**config.mk**
```make
export PLATFORM = sky130hd
export DESIGN_NAME = axis_rr_packet_arbiter
export DESIGN_NICKNAME = d
export VERILOG_FILES = /design/src/rtl/axis_rr_packet_arbiter.sv
export SDC_FILE = /design/constraint.sdc
export NUM_CORES = 1
export LEC_CHECK = 0
export CORE_AREA = 8 8 315 317
export CTS_CLUSTER_SIZE = 28
export DETAILED_ROUTE_END_ITERATION = 8
export DIE_AREA = 0 0 323 325
export PLACE_DENSITY = 0.4
export SLEW_MARGIN = 20
export SYNTH_ARGS = -nofsm -noshare
export SYNTH_HDL_FRONTEND = slang
export SYNTH_SLANG_ARGS = --single-unit
```
**constraint.sdc**
```tcl
create_clock -name clk -period 4.1 [get_ports clk]
set_input_delay 1.23 -clock clk [delete_from_list [all_inputs] [get_ports clk]]
set_output_delay 1.23 -clock clk [all_outputs]
set_load 0.02 [all_outputs]
```
**src/rtl/axis_rr_packet_arbiter.sv**
```systemverilog
// Round-robin, packet-locked arbiter that merges CHANNELS request streams onto one
// registered AXI4-Stream output; stream_tdest carries the source channel index.
module axis_rr_packet_arbiter #(
  parameter  int CHANNELS   = 5,
  parameter  int DATA_WIDTH = 128,
  parameter  int DEST_WIDTH = 32,
  localparam int CH_BITS    = $clog2(CHANNELS)
) (
  input  logic                           clk,
  input  logic                           resetn,
  input  logic [CHANNELS-1:0]            ch_enable,
  input  logic [CHANNELS-1:0]            req_valid,
  input  logic [CHANNELS*DATA_WIDTH-1:0] req_data,
  input  logic [CHANNELS-1:0]            req_last,
  output logic [CHANNELS-1:0]            req_ready,
  output logic [DATA_WIDTH-1:0]          stream_tdata,
  output logic [DEST_WIDTH-1:0]          stream_tdest,
  output logic                           stream_tlast,
  output logic                           stream_tvalid,
  input  logic                           stream_tready,
  output logic                           busy,
  output logic [CH_BITS-1:0]             grant_idx
);

  typedef enum logic {
    ST_IDLE   = 1'b0,
    ST_LOCKED = 1'b1
  } state_t;

  state_t                r_state;
  logic [CH_BITS-1:0]    r_grant_idx;
  logic [CH_BITS-1:0]    r_last_index;
  logic                  r_busy;
  logic                  r_tvalid;
  logic                  r_tlast;
  logic [DATA_WIDTH-1:0] r_tdata;
  logic [CH_BITS-1:0]    r_tdest;

  logic [DATA_WIDTH-1:0] w_ch_data [CHANNELS];
  logic [CHANNELS-1:0]   w_eligible;
  logic                  w_pick_valid;
  logic [CH_BITS-1:0]    w_pick_idx;
  logic [CH_BITS-1:0]    w_scan_idx;
  int                    w_scan;
  logic                  w_out_ready;
  logic                  w_accept;
  logic                  w_sel_last;

  genvar gi;
  generate
    for (gi = 0; gi < CHANNELS; gi++) begin : g_ch
      assign w_ch_data[gi] = req_data[gi*DATA_WIDTH +: DATA_WIDTH];
    end
  endgenerate

  assign w_eligible = req_valid & ch_enable;

  // Scan last_index+1 .. last_index+CHANNELS, wrapping at CHANNELS rather than 2^CH_BITS.
  always_comb begin
    w_pick_valid = 1'b0;
    w_pick_idx   = '0;
    w_scan       = 0;
    w_scan_idx   = '0;
    for (int k = 1; k <= CHANNELS; k++) begin
      w_scan = int'(r_last_index) + k;
      if (w_scan >= CHANNELS) begin
        w_scan = w_scan - CHANNELS;
      end
      w_scan_idx = CH_BITS'(w_scan);
      if (!w_pick_valid && w_eligible[w_scan_idx]) begin
        w_pick_valid = 1'b1;
        w_pick_idx   = w_scan_idx;
      end
    end
  end

  assign w_out_ready = !r_tvalid || stream_tready;
  assign w_sel_last  = req_last[r_grant_idx];
  assign w_accept    = (r_state == ST_LOCKED) && req_valid[r_grant_idx] && w_out_ready;

  always_comb begin
    req_ready = '0;
    if (r_state == ST_LOCKED && w_out_ready) begin
      req_ready[r_grant_idx] = 1'b1;
    end
  end

  always_ff @(posedge clk or negedge resetn) begin
    if (!resetn) begin
      r_state      <= ST_IDLE;
      r_grant_idx  <= '0;
      r_last_index <= CH_BITS'(CHANNELS - 1);
      r_busy       <= 1'b0;
      r_tvalid     <= 1'b0;
      r_tlast      <= 1'b0;
      r_tdata      <= '0;
      r_tdest      <= '0;
    end else begin
      // Output register: load on acceptance, otherwise drain when downstream takes it.
      if (w_accept) begin
        r_tdata  <= w_ch_data[r_grant_idx];
        r_tlast  <= w_sel_last;
        r_tdest  <= r_grant_idx;
        r_tvalid <= 1'b1;
      end else if (stream_tready) begin
        r_tvalid <= 1'b0;
      end

      case (r_state)
        ST_IDLE: begin
          if (w_pick_valid) begin
            r_grant_idx <= w_pick_idx;
            r_busy      <= 1'b1;
            r_state     <= ST_LOCKED;
          end
        end
        ST_LOCKED: begin
          if (w_accept && w_sel_last) begin
            r_last_index <= r_grant_idx;
            r_busy       <= 1'b0;
            r_state      <= ST_IDLE;
          end
        end
        default: r_state <= ST_IDLE;
      endcase
    end
  end

  assign stream_tdata  = r_tdata;
  assign stream_tdest  = DEST_WIDTH'(r_tdest);
  assign stream_tlast  = r_tlast;
  assign stream_tvalid = r_tvalid;
  assign busy          = r_busy;
  assign grant_idx     = r_grant_idx;

endmodule

```
* After elaboration in Yosys (flattened, before gate mapping)
Index checks and enable logic that the tools add are counted.
Cells by class: $lt $le $gt $ge 13, add/sub/neg operators 10, bitwise gates (word level) 3, equality and inequality tests 2, reductions and logical operators 19, mux-type cells 43
Operators with widths (count):
- $bmux 128 s3 | 1
- $mux 128 | 2
- $mux 3 | 10
- $lt 3x4->1 const B | 6
- $bmux 1 s3 | 7
- $ge 4x3->1 const B | 5
- $mux 1 | 19
- $sub 3x3->3 const B | 5
- $logic_and 1x1->1 | 9
- $add 3x2->4 const B | 2
- $add 3x3->4 const B | 2
- $reduce_and 2->1 | 3
- $and 5x5->5 | 1
- $logic_not 1->1 | 5
- $mux 5 | 1
- $add 3x1->4 const B | 1
- $ge 4x4->1 const B | 1
- $not 3->4 | 1
- $pmux 1 s2 | 2
- $demux 1 s3 | 1
- $ge 3x1->1 const B | 1
- $ne 2x1->1 const B | 1
- $ne 2x2->1 const B | 1
- $reduce_bool 2->1 | 1
- other kinds (2) | 2
Storage, ports and cells: input port bits 658, logic and storage cells 98, bits in registers 141

* Longest topological paths before layout
depth after elaboration 20, mapped depth 14, depth with buffers taken out 12

* Least setup slack after synthesis
OpenSTA, ideal clock, no wires.
kind reg-to-output, from register r_grant_idx[1], in the netlist grant_idx[1], to output port req_ready[2], slack 675 ps, cell stages (with the launch flop) 6, arrival time 2195 ps, required time 2870 ps, buffers on the path 3, cell sequence dfrtp_1 clkbuf_1 buf_1 clkbuf_1 inv_1 nor4_1
On the way: cells in the longest elaborated chain, start to end 5, elaborated cells between the ends (all ways) 6, classes of those cells order compare (2); mux (3); reduce/logical (1)
RTL lines:
- start: declaration | line 31 | logic [CH_BITS-1:0] r_grant_idx;
- start signal: assignment | line 112 | r_grant_idx <= w_pick_idx;
- $lt 3x4->1 (not written as such) / $ge 3x1->1 (equally long branches) | line 84 | req_ready[r_grant_idx] = 1'b1;
- $logic_and 1x1->1 (not written as such) | line 84
- $mux 1 (not written as such) | line 84
- $demux 1 s3 (*) | line 84
- $mux 5 (*) | line 83 | if (r_state == ST_LOCKED && w_out_ready) begin
- end: declaration | line 15 | output logic [CHANNELS-1:0] req_ready,
Mark *: on every way between the ends. The rest lies on a longest branch, timed or not.

* Final worst setup path
from input port stream_tready, to output port req_ready[4]
On the way: cells in the longest elaborated chain, start to end 3
RTL lines:
- start: declaration | line 20 | input logic stream_tready,
- $logic_or 1x1->1 | line 77 | assign w_out_ready = !r_tvalid || stream_tready;
- $logic_and 1x1->1 | line 83
- $mux 5 | line 83
Every way passes these cells.

==> results <==
-- layout make-up --
type | instances | area (µm²)
fillers | 10200 | 73900
repair buffers | 812 | 8180
multi-input cells | 701 | 6290
flip-flops and latches | 141 | 3540
well taps | 1265 | 1580
clock buffers | 18 | 429
clock inverters | 14 | 181
inverters | 12 | 50.0
diodes | 6 | 15.0
-- Yosys cell counts, drive strengths merged, types with 7 or more instances --
cell type,number
dfrtp,140
mux4,132
nand2b,7
inv,12
ha,10
nor4,9
mux2i,11
nand2,15
buf,46
clkbuf,75
nor3,11
a22oi,132
nor2,143
o21ai,13
a21oi,135
-- metrics by stage --
step                      worst slack, ns  hold WS (ns)  cell area (µm²)  power (mW)  util [%]
after CTS                         0.00537         0.501            20200        14.5      21.5
final                               0.191         0.493            20300        14.1      21.5
after global routing               0.0937         0.513            20300        15.2      21.5
after detailed placement           0.0199         0.475            19600        12.7      20.8
after floorplan                     0.675         0.581            10500        8.49         -
after global placement             0.0195         0.471            19600        12.6      20.8
-- sequential cells by signal, summed over array words and instances, names as in the netlist --
signal,flops
stream_tdata,128
grant_idx,3
r_last_index,3
r_tdest,3
busy,1
r_state,1
stream_tlast,1
stream_tvalid,1
-- final timing paths --
check	slack, ns	to	cells past startpoint	start
min	0.49	r_tdest[2]	2	r_tdest[2]
min in group asynchronous	0.66	stream_tdata[7]	1	resetn
max	0.19	req_ready[4]	5	stream_tready
max in group asynchronous	2.52	stream_tdata[26]	2	resetn
max reg2reg	0.60	grant_idx[2]	10	r_last_index[1]
min reg2reg	0.49	r_tdest[2]	2	r_tdest[2]
-- critical path, stage by stage --
cell,delay [ns]
clkdlybuf4s50_1,0.45
nand2b_1,0.11
nand2_1,0.12
nor2b_1,0.14
clkdlybuf4s50_1,0.61
-- cells by family (layout without fill, tap and decap cells) --
kind of cell | after synthesis | count (layout) | share of synthesized area, %
other | 1 | 35 | 0.0362
AND/OR/NAND/NOR | 206 | 206 | 8.73
multiplexers | 144 | 144 | 29.9
adder cells (fa/ha/maj) | 11 | 11 | 1.40
XOR/XNOR | 7 | 7 | 0.665
buffers and inverters | 134 | 856 | 6.32
AO/OA/AOI/OAI | 304 | 304 | 18.9
flip-flops | 141 | 141 | 34.1
-- routing by layer --
metal	global-route usage, %	wire (µm)	share of wire (%)
met1	15.3	28800	41
met2	22.0	34900	49
met3	4.18	5600	7.9
met4	4.09	1340	1.9
met5	0	13	0.018
-- placed cells by master, fill, tap and decap left out, types with 3 or more instances in the layout --
master,count
inv_6,6
o21ai_0,11
diode_2,6
mux2i_1,11
mux4_2,132
ha_1,10
dfrtp_1,138
buf_12,6
a21oi_1,134
clkinvlp_4,3
a211oi_1,3
conb_1,29
nor4_1,9
xnor2_1,4
a22oi_1,132
nor2b_1,4
buf_4,7
bufinv_16,3
nor3_1,9
nand3_1,4
clkdlybuf4s50_1,794
clkbuf_16,17
nand3b_1,3
nand2b_1,7
dlymetal6s2s_1,4
nor2_1,142
nand2_1,15
a21o_1,4
inv_1,9
-- power by group through the flow --
| stage | registers (mW) | logic (mW) | clock network, mW |
|---|---|---|---|
| after floorplan | 3.41 | 5.08 | 0 |
| after detailed placement | 2.77 | 9.90 | 0 |
| after CTS | 2.75 | 9.94 | 1.84 |
| after global placement | 2.74 | 9.87 | 0 |
| final | 2.73 | 9.66 | 1.72 |
| after global routing | 2.84 | 10.5 | 1.86 |
==> flow_metrics.tcl <==
set metrics [dict create \
    synthToLayoutAreaGrowth_pct 95.7 \
    cts.path.max_buffers 2 \
    crit_path_start_kind "primary input" \
    track_usage_pct 12.9 \
    p_per_area_nw_per_um2 696 \
    worst_ep_required_time_ns 2.87 \
    vias_per_cell 3.80 \
    grt_pass1_vias 12300 \
    netlist_area_um2 10400 \
    cts-root-buf "clkbuf_16" \
    cts_resized 0 \
    drt-initial-drc-count 493 \
    synth_ff_type "dfrtp_1" \
    synth-edff-count 0 \
    irDropWorstVdd_v 0.000403 \
    arrival_ns 2.68 \
    rows 113 \
    grt_max_degree 131 \
    ys_types 61 \
    die_w_um 323 \
    nets 2354 \
    max_freq_ghz 0.256 \
    core-area_um2 94200 \
    cts_tree "yes" \
    post_cts.repair.setup_buffers 0 \
    worst_pin_slew_ns 0.975 \
    crit_path_max_fanout 6 \
    max-cap-violations 0 \
    remaining_drc_errors 0 \
    syn_area_per_cell_um2 10.9 \
    gp_congestion 0.912 \
    critPathKind "in2out" \
    maxSlewHeadroom_pct 35.0 \
    start_util_pct 11.0 \
    period_minus_slack_ns 3.91 \
    antenna_found_initial 14 \
    async_flop_share_pct 100 \
    grt-ovfl-total 0 \
    dr_total_vias 11300 \
    cp-end-kind "output pin" \
    final_max_slew_viol_count 0 \
    hold_class "reg2reg" \
    cts_buffers 17 \
    yosys_register_bits 141 \
    routed_wl_mm 70.6 \
    synthCells 948 \
    power_switching_mw 6.59 \
    finalHoldViolCount 0 \
    leakagePower_nw 7.30 \
    finalCritPeriodShare_pct 95.3 \
    postRouteAntennaNets 0 \
    yosysTopAreaCellShare_pct 33.8 \
    drt-wirelength-per-cell_um 23.8 \
    setup_tns_ns 0 \
    fp.dieArea_um2 105000 \
    grt_pass1_wl_mm 97.1 \
    synth_seq_area_share_pct 34.1 \
    finClkSkew_ns 0.0248 \
    status "complete, no violations" \
    p_int_mw 7.52 \
    htreeDepth 4 \
    drive_gt1_share_pct 11.5 \
    port_buffers 799 \
    ys_top_cells_by_area "dfrtp_1 (34%), mux4_2 (29%), a22oi_1 (9.6%), a21oi_1 (6.5%), nor2_1 (5.2%)" \
    stdcell_count 2969 \
    hold_buffers 0 \
    io_pins 829 \
    place_hpwl_mm 59.0 \
    clk_pin_slew_worst_paths_ns 0.07 \
    p_comb_share_pct 68.5 \
    yosysTopAreaCell "dfrtp_1" \
    setup_violations 0 \
    clkPwrFrac_pct 12.2 \
    cts.sinks 141 \
    dieHeight_um 325 \
    clk_latency_ns 0.49 \
    dp_cells 2931 \
    rsz0062_at_grt "false" \
    firstDrtPassIters 5 \
    ys_warn_count 0 \
    seq_power_share_pct 19.3 \
    p_sw_share_pct 46.7 \
]
No activity file was read; power rests on OpenSTA's default activity.
